--- config.mk ---
export PLATFORM = sky130hd
export DESIGN_NAME = hex_scan_mux
export DESIGN_NICKNAME = d
export VERILOG_FILES = /design/src/rtl/disp_pkg.sv /design/src/rtl/scan_prescaler.sv /design/src/rtl/hex_scan_mux.sv
export SDC_FILE = /design/constraint.sdc
export NUM_CORES = 1
export LEC_CHECK = 0
export ABC_AREA = 0
export ABC_CLOCK_PERIOD_IN_PS = 3000
export CORE_MARGIN = 2
export CORE_UTILIZATION = 40
export CTS_CLUSTER_SIZE = 30
export DETAILED_ROUTE_END_ITERATION = 16
export SYNTH_ARGS = -nofsm -noshare
export SYNTH_HDL_FRONTEND = slang
export SYNTH_SLANG_ARGS = --single-unit
--- constraint.sdc ---
create_clock -name clk -period 3 [get_ports clk]
set_input_delay 0.75 -clock clk [delete_from_list [all_inputs] [get_ports clk]]
set_output_delay 0.75 -clock clk [all_outputs]
set_load 0.01 [all_outputs]
--- src/rtl/disp_pkg.sv ---
// Shared display definitions for the scanned 7-segment path.
//   DISP_BLANK_OFF / DISP_BLANK_ON : decoder enable levels (1 = segments off, 0 = on)
//   DIGIT_OFF                      : active-low all-ones digit select; slice to width
//   hex_digit_t                    : one hex nibble
package disp_pkg;

   localparam logic DISP_BLANK_OFF = 1'b1;
   localparam logic DISP_BLANK_ON  = 1'b0;

   // Wide enough for any realistic digit count; users slice [DIGITS-1:0].
   localparam logic [63:0] DIGIT_OFF = '1;

   typedef logic [3:0] hex_digit_t;

endpackage

--- src/rtl/scan_prescaler.sv ---
// Scan-rate divider: counts 0..DIV-1 and wraps. tick is high combinationally
// while the count sits at DIV-1, so the consumer acts on the wrapping edge.
//   clk  : system clock
//   rst  : async active-high reset, count returns to 0
//   tick : one-cycle strobe every DIV cycles
module scan_prescaler #(
   parameter int DIV = 50000
) (
   input  logic clk,
   input  logic rst,
   output logic tick
);

   localparam int CW = (DIV > 1) ? $clog2(DIV) : 1;
   localparam logic [CW-1:0] CNT_LAST = CW'(DIV - 1);

   logic [CW-1:0] cnt_q, cnt_d;

   always_comb begin
      tick  = (cnt_q == CNT_LAST);
      cnt_d = tick ? '0 : cnt_q + 1'b1;
   end

   always_ff @(posedge clk or posedge rst) begin
      if (rst) cnt_q <= '0;
      else     cnt_q <= cnt_d;
   end

endmodule

--- src/rtl/hex_scan_mux.sv ---
// Time-multiplexed scan controller for common-anode 7-segment digits.
// Latches a hex word through a pending/shadow double buffer (the shadow only
// changes on a frame boundary) and steps one digit per prescaler tick.
//   clk, rst    : clock, async active-high reset
//   data_in     : word to show, digit k = data_in[4k+3:4k], digit 0 rightmost
//   load        : one-cycle capture request for data_in
//   nibble      : hex value of the selected digit (to decoder in)
//   blank       : decoder enable, 1 = segments off
//   digit_en    : active-low one-cold digit select
//   frame_done  : one-cycle pulse after each completed frame
// Optional macro HEX_SCAN_LZB_EN: leading-zero blanking on digits above 0.
module hex_scan_mux
   import disp_pkg::*;
#(
   parameter int DIGITS = 4,
   parameter int DIV    = 50000
) (
   input  logic                  clk,
   input  logic                  rst,
   input  logic [4*DIGITS-1:0]   data_in,
   input  logic                  load,
   output hex_digit_t            nibble,
   output logic                  blank,
   output logic [DIGITS-1:0]     digit_en,
   output logic                  frame_done
);

   localparam int IW = (DIGITS > 1) ? $clog2(DIGITS) : 1;
   localparam logic [IW-1:0] IDX_LAST = IW'(DIGITS - 1);

   logic tick;

   scan_prescaler #(.DIV(DIV)) u_prescaler (
      .clk  (clk),
      .rst  (rst),
      .tick (tick)
   );

   logic [IW-1:0]         idx_q, idx_d;
   logic [4*DIGITS-1:0]   pending_q, pending_d;
   logic                  pend_v_q, pend_v_d;
   logic [4*DIGITS-1:0]   shadow_q, shadow_d;
   hex_digit_t            nibble_q, nibble_d;
   logic                  blank_q, blank_d;
   logic [DIGITS-1:0]     digit_en_q, digit_en_d;
   logic                  frame_done_q, frame_done_d;

   logic                  boundary;
   hex_digit_t            nib_sel;
   logic [DIGITS-1:0]     en_sel;
   logic                  blank_sel;

   // Index and double buffer. idx_d is the post-tick index used for the
   // output registers; shadow_d is the bypassed shadow so digit 0 of a new
   // frame already shows the new word.
   always_comb begin
      idx_d     = idx_q;
      pending_d = pending_q;
      pend_v_d  = pend_v_q;
      shadow_d  = shadow_q;
      boundary  = tick && (idx_q == IDX_LAST);

      if (tick) idx_d = (idx_q == IDX_LAST) ? '0 : idx_q + 1'b1;

      if (boundary) begin
         // A load on the boundary is the newest word, so it beats pending.
         if (load)          shadow_d = data_in;
         else if (pend_v_q) shadow_d = pending_q;
         pend_v_d = 1'b0;
      end else if (load) begin
         pending_d = data_in;
         pend_v_d  = 1'b1;
      end
   end

   // Digit select and nibble mux for the post-tick index.
   always_comb begin
      nib_sel = '0;
      en_sel  = '1;
      for (int k = 0; k < DIGITS; k++) begin
         if (idx_d == IW'(k)) begin
            nib_sel   = shadow_d[4*k +: 4];
            en_sel[k] = 1'b0;
         end
      end
   end

`ifdef HEX_SCAN_LZB_EN
   // Walk from the top digit down, tracking whether every nibble from k up
   // is zero; digit 0 is never visited, so it is always lit.
   always_comb begin
      logic all_zero;
      all_zero  = 1'b1;
      blank_sel = DISP_BLANK_ON;
      for (int k = DIGITS - 1; k >= 1; k--) begin
         all_zero = all_zero & (shadow_d[4*k +: 4] == 4'h0);
         if (idx_d == IW'(k) && all_zero) blank_sel = DISP_BLANK_OFF;
      end
   end
`else
   assign blank_sel = DISP_BLANK_ON;
`endif

   always_comb begin
      nibble_d     = nibble_q;
      blank_d      = blank_q;
      digit_en_d   = digit_en_q;
      frame_done_d = boundary;
      if (tick) begin
         nibble_d   = nib_sel;
         blank_d    = blank_sel;
         digit_en_d = en_sel;
      end
   end

   always_ff @(posedge clk or posedge rst) begin
      if (rst) begin
         idx_q        <= IDX_LAST;
         pending_q    <= '0;
         pend_v_q     <= 1'b0;
         shadow_q     <= '0;
         nibble_q     <= '0;
         blank_q      <= DISP_BLANK_OFF;
         digit_en_q   <= DIGIT_OFF[DIGITS-1:0];
         frame_done_q <= 1'b0;
      end else begin
         idx_q        <= idx_d;
         pending_q    <= pending_d;
         pend_v_q     <= pend_v_d;
         shadow_q     <= shadow_d;
         nibble_q     <= nibble_d;
         blank_q      <= blank_d;
         digit_en_q   <= digit_en_d;
         frame_done_q <= frame_done_d;
      end
   end

   assign nibble     = nibble_q;
   assign blank      = blank_q;
   assign digit_en   = digit_en_q;
   assign frame_done = frame_done_q;

endmodule

Yosys cells after proc, flatten, opt, wreduce, memory -nomap -nowiden
Cells that the tools add are included.

Register bits after elaboration: 61. Input bits: 19. Output and inout bits: 10. Logic and storage cells: 37.

$add $sub $neg: 2. Equality and inequality tests: 5. Mux-type cells: 16. Bitwise gates (word level): 1. Reduce and logical (&&, ||, !) cells: 4.

Operators with widths (number): 2-to-1 mux 16 bit (4); adder 16 x 1 -> 16 bit (second input constant) (1); == test 16 bit (second input constant) (1); 2-to-1 mux 4 bit (4); == test 2 bit (second input constant) (3); 2-to-1 mux 1 bit (6); 2-to-1 mux 2 bit (2); adder 2 x 1 -> 2 bit (second input constant) (1); == test 2 x 1 -> 1 bit (second input constant) (1); zero test 2 bit (1); AND reduction 2 bit (1); nonzero test 2 bit (1); logical AND 1 bit (1); NOT 1 bit (1).

Depth between registers and ports, before layout
Word-level depth: 8. Depth in mapped cells: 9. Gate-level depth less buffers: 8.

Cells and area by module
A second synthesis with hierarchy kept.

Cells, all modules: 282. Area, all modules: 3041.7 µm².

By module, submodules not included: hex_scan_mux (instances 1, cells each 214, area each 2284.7 µm², sequential area each 1134.8 µm²); scan_prescaler (instances 1, cells each 68, area each 757.0 µm², sequential area each 400.4 µm²).

Least setup slack after synthesis
Ideal clock, no wire load.

Path kind: input port to flip-flop. From: in load. To: reg nibble_q[3], in the netlist nibble[3]. Library setup time: 0.130 ns. Data arrival time: 2.019 ns. Data required time: 2.870 ns. Setup slack: 0.851 ns. Cell stages on the path: 7. Buffers on the path: 2. Path through: clkbuf_1 nor2b_1 clkbuf_1 a32o_1 a221o_1 a21oi_1 a221oi_2.

Word-level cells in the longest chain between the ends: 6.

Ends and longest elaborated chain: start, declared (line hex_scan_mux.sv:21) `input logic load,`; 2-to-1 mux 16 bit (line hex_scan_mux.sv:67) `if (load) shadow_d = data_in;`; 2-to-1 mux 16 bit (line hex_scan_mux.sv:65) `if (boundary) begin`; via shadow_d[3] (line hex_scan_mux.sv:42) `logic [4*DIGITS-1:0] shadow_q, shadow_d;`; 2-to-1 mux 4 bit (4 in a row) (line hex_scan_mux.sv:81) `if (idx_d == IW'(k)) begin`; end signal, assigned (line hex_scan_mux.sv:131) `nibble_q <= nibble_d;`; end, declared (line hex_scan_mux.sv:43) `hex_digit_t nibble_q, nibble_d;`.

The timed path passes the listed nets, and every way through them passes these cells. A chain may end at the register's enable or synchronous reset.

Worst setup path after layout
From: reg idx_q[0]. To: reg nibble_q[3], in the netlist nibble[3].

Elaborated cells between the ends (all ways): 14. Classes of those cells: 1 x add/sub; 4 x eq/ne; 7 x mux; 2 x reduce/logical.

RTL lines: start, declared (line hex_scan_mux.sv:39) `logic [IW-1:0] idx_q, idx_d;`; start signal, assigned (line hex_scan_mux.sv:127) `idx_q <= idx_d;`; == test 2 bit (line hex_scan_mux.sv:61) `boundary = tick && (idx_q == IDX_LAST);`; logical AND 1 bit (line hex_scan_mux.sv:61); 2-to-1 mux 16 bit (line hex_scan_mux.sv:65); via shadow_d[3] (line hex_scan_mux.sv:42); 2-to-1 mux 4 bit (4 in a row) (line hex_scan_mux.sv:81).

The timed path passes the listed nets, and every way through them passes these cells.

==> metrics.cfg <==
[outcome]
status=complete, no violations

[cells_and_area]
drive_gt1_share_pct=16.9
instances_no_fill=407
syn_to_final_growth_pct=20.2
antennaDiodeCount=0
fin_nets=324

[global_route]
grt_usage_pct=17.8
globalRouteOverflowTotal=0
grt_max_degree=40
grt_pass1_vias=2184
grt_pass1_wl_mm=10.7
antenna_found_initial=0

[clocking]
post_cts_resized=0
cts_tree=yes
cts.reportedPaths.clkPinSlew_ns=0.07
cts_buffers=9
cts_max_level=3
cts.sinks=61
clock_latency_ns=0.33
cts_root_buf=clkbuf_8
cts_buffer_depth=2
hold_buffers=0
postCtsSetupBuffers=0

[placement]
dp_hpwl_mm=4.29
portBuffers=28
gp_congestion=0.783
dp.cells=391

[die]
rows=31
coreArea_sq_um=7140
fp.dieH_microns=89.1
fp.dieW_microns=89.1
pin_count=29
start_util_pct=40.6
floorplan.die_area_sq_um=7940

[logic_synthesis]
ys_seq_area_share_pct=53.0
syn_area_per_cell_sq_um=10.6
async_flop_share_pct=100
synthCells=273
synth_common_cells=dfrtp_1 (54), nand2_1 (26), nor2_1 (23)
ys.flop_type=dfrtp_1
synth.top_cell.area_share_pct=46.7
synth_largest_area_cell=dfrtp_1
yosys.cell_count.top_type=dfrtp_1
yosysWarningCount=0
synth_area_sq_um=2900
syn_nets=294
synth_edf_count=0
ys_ff_latch=61
ys_types=42
ys_top_cells_by_area=dfrtp_1 (47%), dfstp_2 (6.3%), mux2_2 (4.7%), nand2_1 (3.4%), nand3_1 (3.1%)

[timing]
finalHoldViolations=0
worst_pin_slew_ns=0.750
slew_headroom_pct=49.8
rsz0062_at_grt=no
finalCriticalPeriod_ns=2.50
slew_violations=0
setup_violations=0
clock_skew_ns=0.00777
fin_crit_sh_pct=83.3
fin_tns_setup_ns=0
fmax_mhz=400

[critical_path]
r2r_slack_ns=0.50
path_max_fanout=27
cp_cell_sequence=ha_1 -> and4_1 -> nand4_2 -> inv_2 -> a32o_1 -> a221o_1 -> a21oi_1 -> a221oi_2
critPathTopFamily=compound AO/OA/AOI/OAI gates
timing.rr.end=nibble[3]
arrival_ns=2.74
critical_path_class=register to register
cp-endpoint=nibble[3]
endpoint_kind=register
critPathSlowestCell=dfstp_2
reg2reg_from=idx_q[0]
crit_path_start_kind=register
crit_buf_inv=1
crit_cells=8
rr_worst_depth=8
critical_path_required_ns=3.24
cpPeakStageDelay_ns=0.55
critPathLaunch=idx_q[0]

[power_and_ir_drop]
leakage_nw=1.47
finalPower_mw=1.64
p_seq_share_pct=53.2
p_comb_share_pct=7.0
p_clk_share_pct=39.8
irDropWorstVdd_uv=301
power_switching_share_pct=23.4
power_switching_mw=0.383
power_per_cell_area_nw_per_um2=470
p_int_mw=1.25

[routing]
drtAntennaViolNets=0
vias=2175
drt-total-wl_mm=6.31
first_iter_violations=103
drc=0
wl_met1_mm=3.04
highest_layer=met4
route.met2.wl_mm=2.99
vias_per_cell=5.34
drtPass1Iterations=5
wl_met3_microns=223
routedWlPerCell_microns=15.5

[hold_path]
min_path_cells=2
min_from=digit_en[1]
hp-class=register to register

[flow_run]
max_cap_violations=0

-- logic make-up after synthesis --
family          Yosys count  share of synthesized area [%]
flops                    61                           53.0
mux                      17                           6.57
buf+inv                  27                           4.02
fa+ha+maj                 2                          0.864
simple gates             97                           17.7
compound gates           58                           14.5
xor+xnor                 11                           3.33
-- registers in the layout, indices dropped and copies added, names as in the netlist --
register           flops
pend_v_q               1
pending_q             16
idx_q                  2
shadow_q              16
u_prescaler.cnt_q     16
blank                  1
nibble                 4
digit_en               4
frame_done             1
-- cell type report --
cell class              instances  area [sq um]
clock buffers                  12           155
repair buffers                 35           358
fillers                       686          3660
multi-input cells             185          1240
inverters                      11          41.3
well taps                      99           124
flip-flops and latches         61          1540
clock inverters                 4          22.5
-- how the worst min path moves through the flow --
stage | endpoint | slack, ns
floorplan | idx_q[1] | 0.44
global placement | digit_en[1] | 0.45
detailed placement | idx_q[1] | 0.46
CTS | idx_q[1] | 0.47
global route | idx_q[1] | 0.49
finish | digit_en[1] | 0.46
-- metrics by stage --
stage / cell area (sq um) / util, % / setup WS [ns] / hold WS (ns)
6_report: 3480 / 48.8 / 0.501 / 0.463
5_1_grt: 3480 / 48.8 / 0.291 / 0.486
4_1_cts: 3480 / 48.8 / 0.510 / 0.468
3_5_place_dp: 3300 / 46.3 / 0.379 / 0.457
3_3_place_gp: 3300 / 46.3 / 0.436 / 0.446
2_1_floorplan: 2900 / - / 0.749 / 0.441
-- layer usage --
| layer | track usage, % | vias up |
|---|---|---|
| met2 | 28.1 | 48 |
| met5 | 0 | - |
| met3 | 4.71 | 11 |
| li1 | - | 1057 |
| met1 | 23.9 | 1059 |
| met4 | 5.97 | 0 |
-- cells in the final DEF (no fill, tap or decap), types with 3 or more instances in the layout --
master | netlist | final
dfrtp_1 | 54 | 54
clkdlybuf4s50_1 | 0 | 28
nand2_1 | 26 | 26
nor2_1 | 23 | 23
nand3_1 | 18 | 18
mux2_2 | 12 | 12
o21ai_0 | 11 | 11
a31oi_1 | 11 | 11
clkbuf_8 | 0 | 11
inv_1 | 10 | 9
nand4_1 | 7 | 7
dfstp_2 | 7 | 7
a41oi_1 | 6 | 6
xnor2_1 | 6 | 6
a21oi_1 | 5 | 5
a32oi_1 | 5 | 5
xor2_1 | 5 | 5
buf_4 | 2 | 5
and3_1 | 4 | 4
o21a_1 | 4 | 4
mux2i_1 | 4 | 4
o22ai_1 | 4 | 4
nor3_1 | 3 | 3
a32o_1 | 3 | 3
a221o_1 | 3 | 3
a21o_1 | 3 | 3
and2_1 | 3 | 3
clkinv_2 | 0 | 3
-- worst register-to-register path: stages, from the launching register on --
cell and delay, ns:
dfstp_2 0.55, ha_1 0.24, and4_1 0.35, nand4_2 0.15
inv_2 0.38, a32o_1 0.25, a221o_1 0.15, a21oi_1 0.09
a221oi_2 0.26
-- power by group through the flow --
stage,Clock [mW],Sequential [mW],Combinational (mW)
after floorplan,0,0.880,0.0644
after global placement,0,0.885,0.115
after detailed placement,0,0.885,0.117
after CTS,0.675,0.870,0.117
after global routing,0.722,0.874,0.128
final,0.651,0.871,0.115
Power figures use the tool's default switching activity.
